File: config.mk
export PLATFORM = sky130hd
export DESIGN_NAME = imem_uart_dumper_flat
export DESIGN_NICKNAME = d
export VERILOG_FILES = /design/src/rtl/uart_pkg.sv /design/src/rtl/imem_uart_dumper_if.sv /design/src/rtl/uart_tx_byte.sv /design/src/rtl/imem_uart_dumper.sv /design/src/flat_wrapper.sv
export SDC_FILE = /design/constraint.sdc
export NUM_CORES = 1
export LEC_CHECK = 0
export ABC_AREA = 1
export CAP_MARGIN = 5
export CORE_MARGIN = 3
export CORE_UTILIZATION = 52
export CTS_BUF_LIST = sky130_fd_sc_hd__clkbuf_4 sky130_fd_sc_hd__clkbuf_8
export DETAILED_ROUTE_END_ITERATION = 7
export PLACE_DENSITY = 0.79
export SLEW_MARGIN = 20
export SYNTH_ARGS = -nofsm -noshare
export SYNTH_HDL_FRONTEND = slang
export SYNTH_SLANG_ARGS = --single-unit
File: constraint.sdc
create_clock -name clk -period 1.6 [get_ports clk]
set_input_delay 0.4 -clock clk [delete_from_list [all_inputs] [get_ports clk]]
set_output_delay 0.4 -clock clk [all_outputs]
set_load 0.01 [all_outputs]
File: src/rtl/uart_pkg.sv
// Shared types and helpers for the instruction-memory UART dumper.
package uart_pkg;

  typedef enum logic [2:0] {
    StIdle,
    StRd,
    StWait,
    StSend,
    StNext,
    StDone
  } dump_state_t;

  localparam logic [31:0] TERMINATOR_WORD = 32'hFFFF_FFFF;

  function automatic int unsigned cycles_per_bit(int unsigned clk_hz, int unsigned bit_rate);
    return clk_hz / bit_rate;
  endfunction

endpackage

File: src/rtl/imem_uart_dumper_if.sv
// Instruction-memory read port shared between the dumper and the memory.
interface imem_uart_dumper_if #(
  parameter int unsigned ADDR_W = 8
);
  logic              mem_rd_en;
  logic [ADDR_W-1:0] mem_addr;
  logic [31:0]       mem_rd_data;

  modport master (output mem_rd_en, output mem_addr, input mem_rd_data);
  modport slave  (input mem_rd_en, input mem_addr, output mem_rd_data);
endinterface

File: src/rtl/uart_tx_byte.sv
// 8N1 byte transmitter; accepts a byte when idle and pulses tx_done in the
// last cycle of the stop bit.
module uart_tx_byte #(
  parameter int unsigned CPB = 5208
) (
  input  logic       clk,
  input  logic       rst,
  input  logic       tx_valid,
  input  logic [7:0] tx_data,
  output logic       tx_ready,
  output logic       tx_done,
  output logic       uart_txd
);

  localparam int unsigned CntW = (CPB > 1) ? $clog2(CPB) : 1;
  localparam logic [CntW-1:0] BaudMax = CntW'(CPB - 1);

  logic            busy_q, busy_d;
  logic [3:0]      bit_q, bit_d;
  logic [CntW-1:0] baud_q, baud_d;
  logic [7:0]      data_q, data_d;
  logic            txd_q, txd_d;
  logic            bit_end;

  always_comb begin
    busy_d  = busy_q;
    bit_d   = bit_q;
    baud_d  = baud_q;
    data_d  = data_q;
    txd_d   = txd_q;
    bit_end = busy_q && (baud_q == BaudMax);
    if (!busy_q) begin
      if (tx_valid) begin
        busy_d = 1'b1;
        bit_d  = 4'd0;
        baud_d = '0;
        data_d = tx_data;
        txd_d  = 1'b0;
      end
    end else if (bit_end) begin
      baud_d = '0;
      if (bit_q == 4'd9) begin
        busy_d = 1'b0;
        txd_d  = 1'b1;
      end else begin
        bit_d = bit_q + 4'd1;
        // Frame bit n+1 carries data bit n; after data bit 7 comes the stop bit.
        txd_d = (bit_q == 4'd8) ? 1'b1 : data_q[bit_q[2:0]];
      end
    end else begin
      baud_d = baud_q + 1'b1;
    end
  end

  always_ff @(posedge clk) begin
    if (rst) begin
      busy_q <= 1'b0;
      bit_q  <= 4'd0;
      baud_q <= '0;
      data_q <= 8'h00;
      txd_q  <= 1'b1;
    end else begin
      busy_q <= busy_d;
      bit_q  <= bit_d;
      baud_q <= baud_d;
      data_q <= data_d;
      txd_q  <= txd_d;
    end
  end

  assign tx_ready = !busy_q;
  assign tx_done  = bit_end && (bit_q == 4'd9);
  assign uart_txd = txd_q;

endmodule

File: src/rtl/imem_uart_dumper.sv
// Streams instruction memory from address 0 over UART, four LSB-first bytes per
// word, stopping after the terminator word or NUM_WORDS words.
module imem_uart_dumper
  import uart_pkg::*;
#(
  parameter int unsigned CLK_HZ    = 50000000,
  parameter int unsigned BIT_RATE  = 9600,
  parameter int unsigned ADDR_W    = 8,
  parameter int unsigned NUM_WORDS = 256
) (
  input  logic                clk,
  input  logic                rst,
  input  logic                start,
  imem_uart_dumper_if.master  mem,
  output logic                uart_txd,
  output logic                dump_busy,
  output logic                dump_done,
  output logic [ADDR_W:0]     words_sent
);

  localparam int unsigned CPB = cycles_per_bit(CLK_HZ, BIT_RATE);
  localparam logic [ADDR_W:0] NumWordsW = (ADDR_W + 1)'(NUM_WORDS);

  dump_state_t       state_q, state_d;
  logic [ADDR_W-1:0] addr_q, addr_d;
  logic [31:0]       word_q, word_d;
  logic [1:0]        idx_q, idx_d;
  logic [ADDR_W:0]   ws_q, ws_d, ws_inc;
  logic              rd_en_q, busy_q, done_q;
  logic              tx_valid, tx_ready, tx_done;
  logic [7:0]        tx_data;

  assign ws_inc = ws_q + 1'b1;

  always_comb begin
    state_d  = state_q;
    addr_d   = addr_q;
    word_d   = word_q;
    idx_d    = idx_q;
    ws_d     = ws_q;
    tx_valid = 1'b0;
    tx_data  = word_q[{idx_q, 3'b000} +: 8];
    unique case (state_q)
      StIdle: begin
        if (start) begin
          state_d = StRd;
          addr_d  = '0;
          ws_d    = '0;
        end
      end
      StRd: state_d = StWait;
      StWait: begin
        // Launch byte 0 straight from the read data so its start bit follows at once.
        word_d   = mem.mem_rd_data;
        idx_d    = 2'd0;
        tx_valid = 1'b1;
        tx_data  = mem.mem_rd_data[7:0];
        state_d  = StSend;
      end
      StSend: begin
        // An idle transmitter while sending always means the current byte is pending.
        tx_valid = tx_ready;
        if (tx_done) begin
          if (idx_q == 2'd3) state_d = StNext;
          else               idx_d   = idx_q + 2'd1;
        end
      end
      StNext: begin
        if (ws_q != NumWordsW) ws_d = ws_inc;
        if (word_q == TERMINATOR_WORD || ws_inc == NumWordsW) begin
          state_d = StDone;
        end else begin
          addr_d  = addr_q + 1'b1;
          state_d = StRd;
        end
      end
      StDone:  state_d = StIdle;
      default: state_d = StIdle;
    endcase
  end

  always_ff @(posedge clk) begin
    if (rst) begin
      state_q <= StIdle;
      addr_q  <= '0;
      word_q  <= 32'h0;
      idx_q   <= 2'd0;
      ws_q    <= '0;
      rd_en_q <= 1'b0;
      busy_q  <= 1'b0;
      done_q  <= 1'b0;
    end else begin
      state_q <= state_d;
      addr_q  <= addr_d;
      word_q  <= word_d;
      idx_q   <= idx_d;
      ws_q    <= ws_d;
      rd_en_q <= (state_d == StRd);
      busy_q  <= (state_d != StIdle);
      done_q  <= (state_d == StDone);
    end
  end

  uart_tx_byte #(
    .CPB (CPB)
  ) u_tx (
    .clk      (clk),
    .rst      (rst),
    .tx_valid (tx_valid),
    .tx_data  (tx_data),
    .tx_ready (tx_ready),
    .tx_done  (tx_done),
    .uart_txd (uart_txd)
  );

  assign mem.mem_rd_en = rd_en_q;
  assign mem.mem_addr  = addr_q;
  assign dump_busy     = busy_q;
  assign dump_done     = done_q;
  assign words_sent    = ws_q;

endmodule

File: src/flat_wrapper.sv
// flat-port wrapper written by rule: the top's interface ports become plain ports
module imem_uart_dumper_flat import uart_pkg::*;
#(
  parameter int unsigned CLK_HZ    = 50000000,
  parameter int unsigned BIT_RATE  = 9600,
  parameter int unsigned ADDR_W    = 8,
  parameter int unsigned NUM_WORDS = 256
)
  (clk, rst, start, uart_txd, dump_busy, dump_done, words_sent, mem_mem_rd_en, mem_mem_addr, mem_mem_rd_data);
  imem_uart_dumper_if #(.ADDR_W(ADDR_W)) mem_i ();
  input  logic clk;
  input  logic rst;
  input  logic start;
  output logic uart_txd;
  output logic dump_busy;
  output logic dump_done;
  output logic [ADDR_W:0] words_sent;
  output wire logic [$bits(mem_i.mem_rd_en)-1:0] mem_mem_rd_en;
  output wire logic [$bits(mem_i.mem_addr)-1:0] mem_mem_addr;
  input wire logic [$bits(mem_i.mem_rd_data)-1:0] mem_mem_rd_data;
  assign mem_mem_rd_en = mem_i.mem_rd_en;
  assign mem_mem_addr = mem_i.mem_addr;
  assign mem_i.mem_rd_data = mem_mem_rd_data;
  imem_uart_dumper #(.CLK_HZ(CLK_HZ), .BIT_RATE(BIT_RATE), .ADDR_W(ADDR_W), .NUM_WORDS(NUM_WORDS)) u_core (.clk(clk), .rst(rst), .start(start), .mem(mem_i), .uart_txd(uart_txd), .dump_busy(dump_busy), .dump_done(dump_done), .words_sent(words_sent));
endmodule
==> impl_metrics.json, run 1 <==
{
  "drt_pre_antenna_iters": 5,
  "cts.sinks": 84,
  "max_freq_mhz": 602.8,
  "p_sw_frac": 0.3060,
  "critPathLaunchType": "flop",
  "ios": 56,
  "synthToLayoutAreaGrowth_pct": 35.01,
  "hpwl_um": 7907,
  "reg2reg_depth": 11,
  "grt_pass1_vias": 4038,
  "powerDensity_nw_per_um2": 876.6,
  "vias": 4330,
  "p_leak_uw": 0.002306,
  "max_stage_delay_ns": 0.37,
  "pwr-share-seq": 0.480,
  "syn_inst": 593,
  "crit_fanout": 8,
  "final_nets": 735,
  "ys_seq_area_frac": 0.3988,
  "n_antenna_cell": 0,
  "fin_crit_sh": 1.037,
  "finalSetupViolCount": 10,
  "ir_drop_uv": 786.5,
  "synthesis.nets": 636,
  "clock-skew-final_ns": 0.01102,
  "final_cell_mix": "nand2_1, dfxtp_1, a21oi_1, nor2_1, inv_1",
  "die_w_um": 96.05,
  "maxCapViolCount": 0,
  "routed_wl_um": 11120,
  "die_height_um": 96.05,
  "clock_path_buffers": 2,
  "cp_top_family": "simple AND/OR/NAND/NOR gates",
  "port_buffers": 55,
  "whs_endpoint": "u_core.word_q[29]$_SDFFE_PP0P_",
  "drtIter0Drc": 244,
  "endpoint_kind": "flop",
  "critPathSlowestCell": "dfxtp_4",
  "htree_levels": 3,
  "violations": "setup timing",
  "fin_crit_ns": 1.659,
  "p_comb_frac": 0.212,
  "place_congestion": 0.8851,
  "slew_headroom": 0.6881,
  "clkPwrFrac": 0.309,
  "synth_area_um2": 4217,
  "intPower_uw": 3463,
  "hold_class": "reg -> reg",
  "cpMostUsedCell": "nand2_4",
  "rsz0062_at_grt": "yes",
  "drive_gt1_frac": 0.2496,
  "worstSetupPathDepth": 11,
  "syn_area_per_cell_um2": 7.111,
  "grt.total_usage": 0.2407,
  "root_buffer": "clkbuf_8",
  "grt_max_degree": 42,
  "fin_total_pwr_uw": 4990,
  "drc_errors": 0,
  "timing.rr.start": "u_core.words_sent[0]$_SDFFE_PP0P_",
  "setup_tns_ns": -0.3261,
  "drt.antenna.violating_nets": 0,
  "crit_type": "reg -> reg",
  "path_clk_slew_ns": 0.09,
  "critPathRequiredTime_ns": 1.88,
  "final_common_cell": "nand2_1",
  "antenna_found_initial": 0,
  "core_um2": 7807,
  "grt_pass1_wl_um": 17610,
  "start_util": 0.5401,
  "routedWlPerCell_um": 13.92,
  "cts_made_buffers": 9,
  "slew_violations": 0,
  "postCtsHoldBufs": 0,
  "hold_path_depth": 2,
  "hold_viol_final": 0,
  "yosysWarningCount": 0,
  "min_from": "u_core.word_q[29]$_SDFFE_PP0P_",
  "grt_overflow_total": 0,
  "tightestPinTransition_ns": 0.4678,
  "status": "finished, violations left",
  "rr_endpoint": "u_core.mem.mem_addr[7]$_SDFFE_PP0P_",
  "crit_chain": "ha_4 -> nand3_2 -> o21bai_1 -> nand2_1 -> nor2_2 -> nand3_4 -> nand2_4 -> nand2_4 -> nand2_8 -> nand2_2 -> a21oi_2",
  "path_buf_inv": 0,
  "crit_arrival_ns": 1.94,
  "via_per_inst": 5.419,
  "worstSkewPairLatency_ns": 0.35,
  "row_count": 32,
  "reg2reg_slack_ns": -0.06,
  "cts_tree": "built",
  "ys_types": 39,
  "die-area_um2": 9226,
  "fin_ws_ns": -0.05903,
  "synth_seq_cells": 84,
  "switching_power_uw": 1527
}
[worst register-to-register path, delay by kind of cell, from the launching register on]
kind	cells	cell delay, ns
compound gates	2	0.25
fa+ha+maj	1	0.16
simple gates	8	0.81
flops	1	0.37
[final cells by class]
| cell class | count | area (µm²) |
|---|---|---|
| multi-input combinational | 421 | 2407 |
| fill | 586 | 2115 |
| sequential | 84 | 1720 |
| timing repair buffer | 111 | 989.7 |
| inverter | 65 | 244.0 |
| clock buffer | 10 | 131.4 |
| tap | 102 | 127.6 |
| clock inverter | 6 | 72.57 |
[Yosys cell counts]
master	number	share of area
nand2_1	97	0.086
dfxtp_1	84	0.40
a21oi_1	61	0.072
nor2_1	60	0.053
inv_1	51	0.045
o21ai_0	50	0.059
nand3_1	34	0.040
nand4_1	16	0.024
clkbuf_1	15	0.013
inv_2	14	0.012
nand2_2	13	0.019
o21ai_1	13	0.015
nor3_1	10	0.012
a31oi_1	9	0.013
ha_1	8	0.024
xor2_1	7	0.015
a21oi_2	6	0.012
nor2_2	6	0.0089
buf_1	4	0.0036
buf_2	4	0.0047
nor3b_1	4	0.0071
a211oi_1	3	0.0053
nand2_4	2	0.0053
nor2_4	2	0.0053
nor3_2	2	0.0047
nor4_1	2	0.0030
o2111ai_1	2	0.0042
o22ai_1	2	0.0030
xnor2_1	2	0.0042
and2_4	1	0.0021
nand2_8	1	0.0047
nand3_2	1	0.0024
nand3_4	1	0.0042
nand3b_1	1	0.0018
o211ai_1	1	0.0018
o21a_1	1	0.0018
o21ai_2	1	0.0021
o21bai_1	1	0.0018
o31ai_1	1	0.0018
[worst max path at each step]
stage	start	to	slack, ns
CTS	u_core.words_sent[1]$_SDFFE_PP0P_	u_core.mem.mem_addr[7]$_SDFFE_PP0P_	-0.08
detailed placement	rst	u_core.u_tx.baud_q[2]$_SDFFE_PP0P_	-0.1
floorplan	u_core.u_tx.baud_q[1]$_SDFFE_PP0P_	u_core.u_tx.bit_q[3]$_SDFFE_PP0P_	0.008
finish	u_core.words_sent[0]$_SDFFE_PP0P_	u_core.mem.mem_addr[7]$_SDFFE_PP0P_	-0.06
global placement	rst	u_core.u_tx.baud_q[2]$_SDFFE_PP0P_	-0.08
global route	u_core.u_tx.baud_q[1]$_SDFFE_PP0P_	u_core.idx_q[0]$_SDFFE_PP0P_	-0.20
[layer usage]
metal / global-route usage / up-vias / part of all wire
met2: 0.4342 / 114 / 0.52
met1: 0.2908 / 2029 / 0.42
met3: 0.05082 / 8 / 0.047
met5: 0 / - / 0
li1: - / 2179 / -
met4: 0.05569 / 0 / 0.0089
[flip-flops by register name, summed over array words and instances, names as in the netlist, 2 cells and up]
register,flops
u_core.idx_q,2
u_core.mem.mem_addr,8
u_core.state_q,3
u_core.u_tx.baud_q,13
u_core.u_tx.bit_q,4
u_core.u_tx.data_q,8
u_core.word_q,32
u_core.words_sent,9
[metrics by stage]
step                      instances    util  cell area, µm²  worst slack (ns)  hold slack (ns)
after detailed placement        777  0.6737            5260          -0.09615           0.4624
final                           799  0.7292            5693          -0.05903           0.4774
after floorplan                 593       -            4273          0.007918           0.4335
after global placement          777  0.6737            5260          -0.07990           0.4450
after CTS                       795  0.7074            5523          -0.07637           0.4758
after global routing            799  0.7292            5693           -0.2048           0.4953
[power groups by stage]
stage	sequential, µW	clock [µW]	combinational (µW)
floorplan	2430	0	591
global placement	2440	0	961
detailed placement	2450	0	990
CTS	2390	1560	991
global route	2410	1660	1170
finish	2390	1540	1060
[kinds of logic after synthesis]
logic type,Yosys count,synth area share
AND/OR/NAND/NOR,253,0.2846
AO/OA/AOI/OAI,151,0.1947
buffers and inverters,88,0.07952
flip-flops,84,0.3988
XOR/XNOR,9,0.01870
adder cells (fa/ha/maj),8,0.02374
[timing repair]
action,in CTS,in global routing
pin swaps,13,16
setup endpoints to repair,38,36
setup buffers,2,5
resized for setup,45,40
cloned,0,0
(Power assumes the default switching activity.)
==> run 2, diff against run 1 <==
Settings changed: CORE_ASPECT_RATIO set to 2, CORE_UTILIZATION 52 to 57, PLACE_DENSITY 0.79 to 0.82.
Clock period 1.6 ns to 1.7 ns, I/O delays scaled along.
==> run 2 against run 1 <==
Against the previous run: the run still ends with setup timing left; utilization up 6.0 points; hold slack worse by 0.0077 ns; design area down 2.4%; sequential power down 5%; critical endpoint is now u_core.u_tx.uart_txd$_SDFFE_PP1P_; highest routed layer unchanged.
==> impl_metrics.json, run 2 (synthesized netlist as in run 1, its figures left out) <==
{
  "grt_overflow_total": 0,
  "grt_pass1_vias": 4454,
  "finalSetupViolCount": 15,
  "powerDensity_nw_per_um2": 895.5,
  "slew_violations": 0,
  "critPathLaunchType": "flop",
  "synthToLayoutAreaGrowth_pct": 31.84,
  "fin_ws_ns": -0.09552,
  "core_um2": 7048,
  "htree_levels": 3,
  "grt_max_degree": 58,
  "ir_drop_uv": 749.8,
  "hpwl_um": 8776,
  "crit_arrival_ns": 2.05,
  "drt.antenna.violating_nets": 0,
  "max_freq_mhz": 556.9,
  "worstSkewPairLatency_ns": 0.37,
  "drive_gt1_frac": 0.2117,
  "clock-skew-final_ns": 0.007429,
  "port_buffers": 55,
  "path_clk_slew_ns": 0.08,
  "reg2reg_slack_ns": -0.1,
  "rsz0062_at_grt": "yes",
  "hold_class": "reg -> reg",
  "start_util": 0.5983,
  "crit_type": "reg -> reg",
  "n_antenna_cell": 0,
  "violations": "setup timing",
  "fin_total_pwr_uw": 4978,
  "cts_made_buffers": 9,
  "timing.rr.start": "u_core.u_tx.baud_q[1]$_SDFFE_PP0P_",
  "hold_viol_final": 0,
  "cts.sinks": 84,
  "via_per_inst": 5.781,
  "vias": 4480,
  "critPathRequiredTime_ns": 1.95,
  "antenna_found_initial": 0,
  "endpoint_kind": "flop",
  "final_cell_mix": "nand2_1, dfxtp_1, a21oi_1, nor2_1",
  "fin_area_um2": 5559,
  "grt_pass1_wl_um": 19460,
  "row_count": 43,
  "fin_crit_sh": 1.056,
  "grt.total_usage": 0.2962,
  "die_w_um": 66.82,
  "clock_path_buffers": 2,
  "hold_path_depth": 2,
  "postCtsHoldBufs": 0,
  "root_buffer": "clkbuf_8",
  "largest_reg_flops": 32,
  "tightestPinTransition_ns": 0.4291,
  "cts_tree": "built",
  "rr_endpoint": "u_core.u_tx.uart_txd$_SDFFE_PP1P_",
  "crit_fanout": 3,
  "maxCapViolCount": 0,
  "drtIter0Drc": 269,
  "p_leak_uw": 0.002238,
  "critPathLaunch": "u_core.u_tx.baud_q[1]$_SDFFE_PP0P_",
  "regMostFlops": "u_core.word_q",
  "ios": 56,
  "die-area_um2": 8528,
  "setup.worst_path.end": "u_core.u_tx.uart_txd$_SDFFE_PP1P_",
  "postPlaceCellArea_um2": 5099,
  "fin_crit_ns": 1.796,
  "routed_wl_um": 12290,
  "final_nets": 723,
  "routedWlPerCell_um": 15.86,
  "die_height_um": 127.6,
  "final_common_cell": "nand2_1",
  "place_congestion": 0.9998,
  "drt_pre_antenna_iters": 5,
  "reg2reg_depth": 10,
  "slew_headroom": 0.7139,
  "drc_errors": 0,
  "status": "finished, violations left"
}
run 2: changes by cell type in the layout (fill, tap and decap cells not counted), moves of 3 or more:
cell | before | now
dfxtp_1 | 65 | 72
nand2_2 | 15 | 12
clkbuf_8 | 9 | 12
dfxtp_2 | 13 | 10
a21oi_1 | 57 | 60
buf_4 | 50 | 40
dfxtp_4 | 6 | 2
dlygate4sd2_1 | 19 | 16
clkinv_4 | 3 | 0
clkdlybuf4s50_1 | 34 | 38
a21oi_2 | 10 | 7
run 2: worst max-delay path, stage by stage (launching register included):
cell and delay, ns:
dfxtp_2 0.36, ha_4 0.15, nand2_4 0.06, nor3_4 0.22, nand3_2 0.17, nand2_2 0.14
nand2_4 0.07, buf_4 0.16, buf_4 0.14, a21oi_1 0.14, o31ai_1 0.09
run 2: per-stage QoR:
stage,cells,TNS (ns),utilization,hold slack [ns],setup WS (ns)
floorplan,593,0,-,0.4335,0.007025
global placement,753,0,0.7234,0.4493,0.006424
detailed placement,753,-0.5513,0.7234,0.4575,-0.09062
CTS,770,0,0.7683,0.4695,0.0001992
global route,775,-2.344,0.7887,0.4958,-0.2124
finish,775,-0.5360,0.7887,0.4697,-0.09552
run 2: metal layers:
metal	GRT usage	vias up	part of all wire
met2	0.5574	169	0.56
met1	0.2810	2109	0.34
li1	-	2153	-
met5	0	-	0
met3	0.05805	49	0.046
met4	0.1725	0	0.050
run 2: where the power goes:
part	leakage [µW]	switching [µW]	internal [µW]
combinational	0.00143	611	431
clock	0.000122	725	943
sequential	0.000689	125	2140
total	0.00224	1460	3520
run 2: how the worst min path moves through the flow:
stage	slack [ns]	endpoint	start
floorplan	0.43	u_core.word_q[30]$_SDFFE_PP0P_	u_core.word_q[30]$_SDFFE_PP0P_
finish	0.47	u_core.word_q[29]$_SDFFE_PP0P_	u_core.word_q[29]$_SDFFE_PP0P_
detailed placement	0.46	u_core.word_q[29]$_SDFFE_PP0P_	u_core.word_q[29]$_SDFFE_PP0P_
global route	0.50	u_core.word_q[29]$_SDFFE_PP0P_	u_core.word_q[29]$_SDFFE_PP0P_
CTS	0.47	u_core.word_q[30]$_SDFFE_PP0P_	u_core.word_q[30]$_SDFFE_PP0P_
global placement	0.45	u_core.word_q[29]$_SDFFE_PP0P_	u_core.word_q[29]$_SDFFE_PP0P_
run 2: cell type report:
| class | instances | area [µm²] |
|---|---|---|
| clock inverters | 4 | 70.07 |
| clock buffers | 12 | 165.2 |
| repair buffers | 99 | 895.9 |
| well taps | 90 | 112.6 |
| multi-input cells | 421 | 2370 |
| fillers | 513 | 1489 |
| inverters | 65 | 244.0 |
| flip-flops and latches | 84 | 1702 |
run 2: timing repair:
| action | in CTS | in global routing |
|---|---|---|
| gates resized for setup | 47 | 25 |
| endpoints found under the setup margin | 44 | 40 |
| pin swaps | 8 | 15 |
| setup buffers | 1 | 5 |
==> run 3, diff against run 2 <==
Settings changed: SETUP_SLACK_MARGIN set to 0.4.
==> run 3 against run 2 <==
Against the previous run: the run still ends with setup timing left; fmax is 5.7% lower; register-to-register slack worse by 0.11 ns; sequential power is 3% higher; cell count is 5.8% higher; clock power is 6% lower; design area is 19% higher; sequential cell count stayed put; via count is 21% higher; power is 10% higher; die area stayed put; routed wire length is 55% higher; hold slack better by 0.018 ns.
==> impl_metrics.json, run 3 (synthesized netlist as in run 1, its figures left out) <==
{
  "p_comb_frac": 0.291,
  "drt_pre_antenna_iters": 6,
  "whs_ns": 0.4875,
  "grt_pass1_wl_um": 20840,
  "final_nets": 768,
  "routed_wl_um": 19010,
  "routedWlPerCell_um": 23.18,
  "violations": "setup timing",
  "crit_type": "reg -> reg",
  "row_count": 43,
  "htree_levels": 3,
  "core_um2": 7048,
  "p_sw_frac": 0.3424,
  "clock-skew-final_ns": 0.01273,
  "crit_chain": "ha_4 -> nand2_4 -> nor2_4 -> nand2_2 -> nand2_2 -> nand2_4 -> nor2_4 -> nand3_4 -> nand2_4 -> nand2_4 -> buf_4 -> nand3_2 -> nand2_1 -> nor2_1",
  "critPathLaunchType": "flop",
  "setup_tns_ns": -1.713,
  "powerDensity_nw_per_um2": 828.4,
  "path_buf_inv": 1,
  "cp_top_family": "simple AND/OR/NAND/NOR gates",
  "cts_made_buffers": 9,
  "max_freq_mhz": 525.1,
  "largest_reg_flops": 32,
  "grt_overflow_total": 0,
  "ir_drop_uv": 763.5,
  "cts_tree": "built",
  "drc_errors": 0,
  "ios": 56,
  "crit_fanout": 5,
  "status": "finished, violations left",
  "regMostFlops": "u_core.word_q",
  "drtIter0Drc": 589,
  "path_clk_slew_ns": 0.09,
  "final_cell_mix": "nand2_1, dfxtp_1, buf_4, a21oi_1, inv_1",
  "drive_gt1_frac": 0.4342,
  "hpwl_um": 8556,
  "seq_area_um2": 1753,
  "p_leak_uw": 0.002574,
  "cts.sinks": 84,
  "hold_viol_final": 0,
  "finalSetupViolCount": 17,
  "fin_ws_ns": -0.2045,
  "critPathSlowestCell": "dfxtp_4",
  "switching_power_uw": 1878,
  "worstSkewPairLatency_ns": 0.38,
  "place_congestion": 0.9337,
  "grt_max_degree": 35,
  "fin_crit_ns": 1.905,
  "hold_class": "reg -> reg",
  "multiInputGateArea_um2": 2882,
  "port_buffers": 55,
  "grt_pass1_vias": 4717,
  "vias": 5440,
  "slew_headroom": 0.6600,
  "via_per_inst": 6.634,
  "n_fill_cell": 228,
  "clkPwrFrac": 0.285,
  "synthToLayoutAreaGrowth_pct": 57.06,
  "clock_path_buffers": 2,
  "crit_arrival_ns": 2.21,
  "antenna_found_initial": 0,
  "drt.antenna.violating_nets": 0,
  "start_util": 0.5983,
  "max_stage_delay_ns": 0.38,
  "maxCapViolCount": 0,
  "n_antenna_cell": 0,
  "die_height_um": 127.6,
  "cpMostUsedCell": "nand2_4",
  "fin_crit_sh": 1.120,
  "rsz0062_at_grt": "yes",
  "root_buffer": "clkbuf_8",
  "pwr-share-seq": 0.424,
  "endpoint_kind": "flop",
  "tightestPinTransition_ns": 0.5060,
  "critPathRequiredTime_ns": 2.00,
  "intPower_uw": 3608,
  "die_w_um": 66.82,
  "final_common_cell": "nand2_1",
  "slew_violations": 0,
  "grt.total_usage": 0.3165,
  "die-area_um2": 8528
}
==> run 3: layer usage <==
| metal | track usage | vias up | part of all wire |
|---|---|---|---|
| met3 | 0.06245 | 181 | 0.089 |
| met5 | 0 | - | 0 |
| met2 | 0.5896 | 482 | 0.50 |
| li1 | - | 2251 | - |
| met4 | 0.2036 | 0 | 0.094 |
| met1 | 0.2970 | 2526 | 0.32 |
==> run 3: final timing paths <==
path	startpoint	to	slack [ns]	depth (start not counted)
worst max-delay path	u_core.words_sent[1]$_SDFFE_PP0P_	u_core.mem.mem_addr[6]$_SDFFE_PP0P_	-0.20	14
worst min-delay path	u_core.word_q[9]$_SDFFE_PP0P_	u_core.word_q[9]$_SDFFE_PP0P_	0.49	2
worst max register to register	u_core.words_sent[1]$_SDFFE_PP0P_	u_core.mem.mem_addr[6]$_SDFFE_PP0P_	-0.20	14
worst min register to register	u_core.word_q[9]$_SDFFE_PP0P_	u_core.word_q[9]$_SDFFE_PP0P_	0.49	2
==> run 3: layout make-up <==
| type | instances | share of cell area |
|---|---|---|
| repair buffers | 143 | 0.2112 |
| clock inverters | 2 | 0.005290 |
| flip-flops and latches | 84 | 0.2647 |
| clock buffers | 14 | 0.02532 |
| repair inverters | 1 | 0.002456 |
| multi-input cells | 421 | 0.4351 |
| inverters | 65 | 0.03892 |
| well taps | 90 | 0.01700 |
==> run 3: power by group through the flow <==
stage          sequential (µW)  combinational [µW]  clock, µW
6_report                  2330                1600       1570
3_3_place_gp              2320                 880          0
2_1_floorplan             2280                 573          0
3_5_place_dp              2330                 908          0
4_1_cts                   2280                1040       1480
5_1_grt                   2320                1660       1620
==> run 3: worst min-delay path, cell delays in order, from the launching register on <==
cell     delay [ns]
dfxtp_1        0.33
inv_1          0.07
a21oi_1        0.05
==> run 3: per-stage QoR <==
stage               std cells  setup WS, ns  power, µW  area [µm²]    util
global placement          745       0.01238       3199        5150  0.7307
finish                    820       -0.2045       5486        6623  0.9396
floorplan                 593        0.1200       2856        4348       -
global route              820       -0.6233       5604        6623  0.9396
CTS                       791       0.02174       4799        5794  0.8221
detailed placement        745      -0.02514       3235        5150  0.7307
==> run 3: timing repair <==
item | in CTS | in global routing
pin swaps | 33 | 40
buffers inserted | 30 | 21
endpoints found under the setup margin | 89 | 96
hold endpoints to repair | 0 | 0
gates cloned | 0 | 8
resized for setup | 167 | 151
hold buffers | 0 | 0
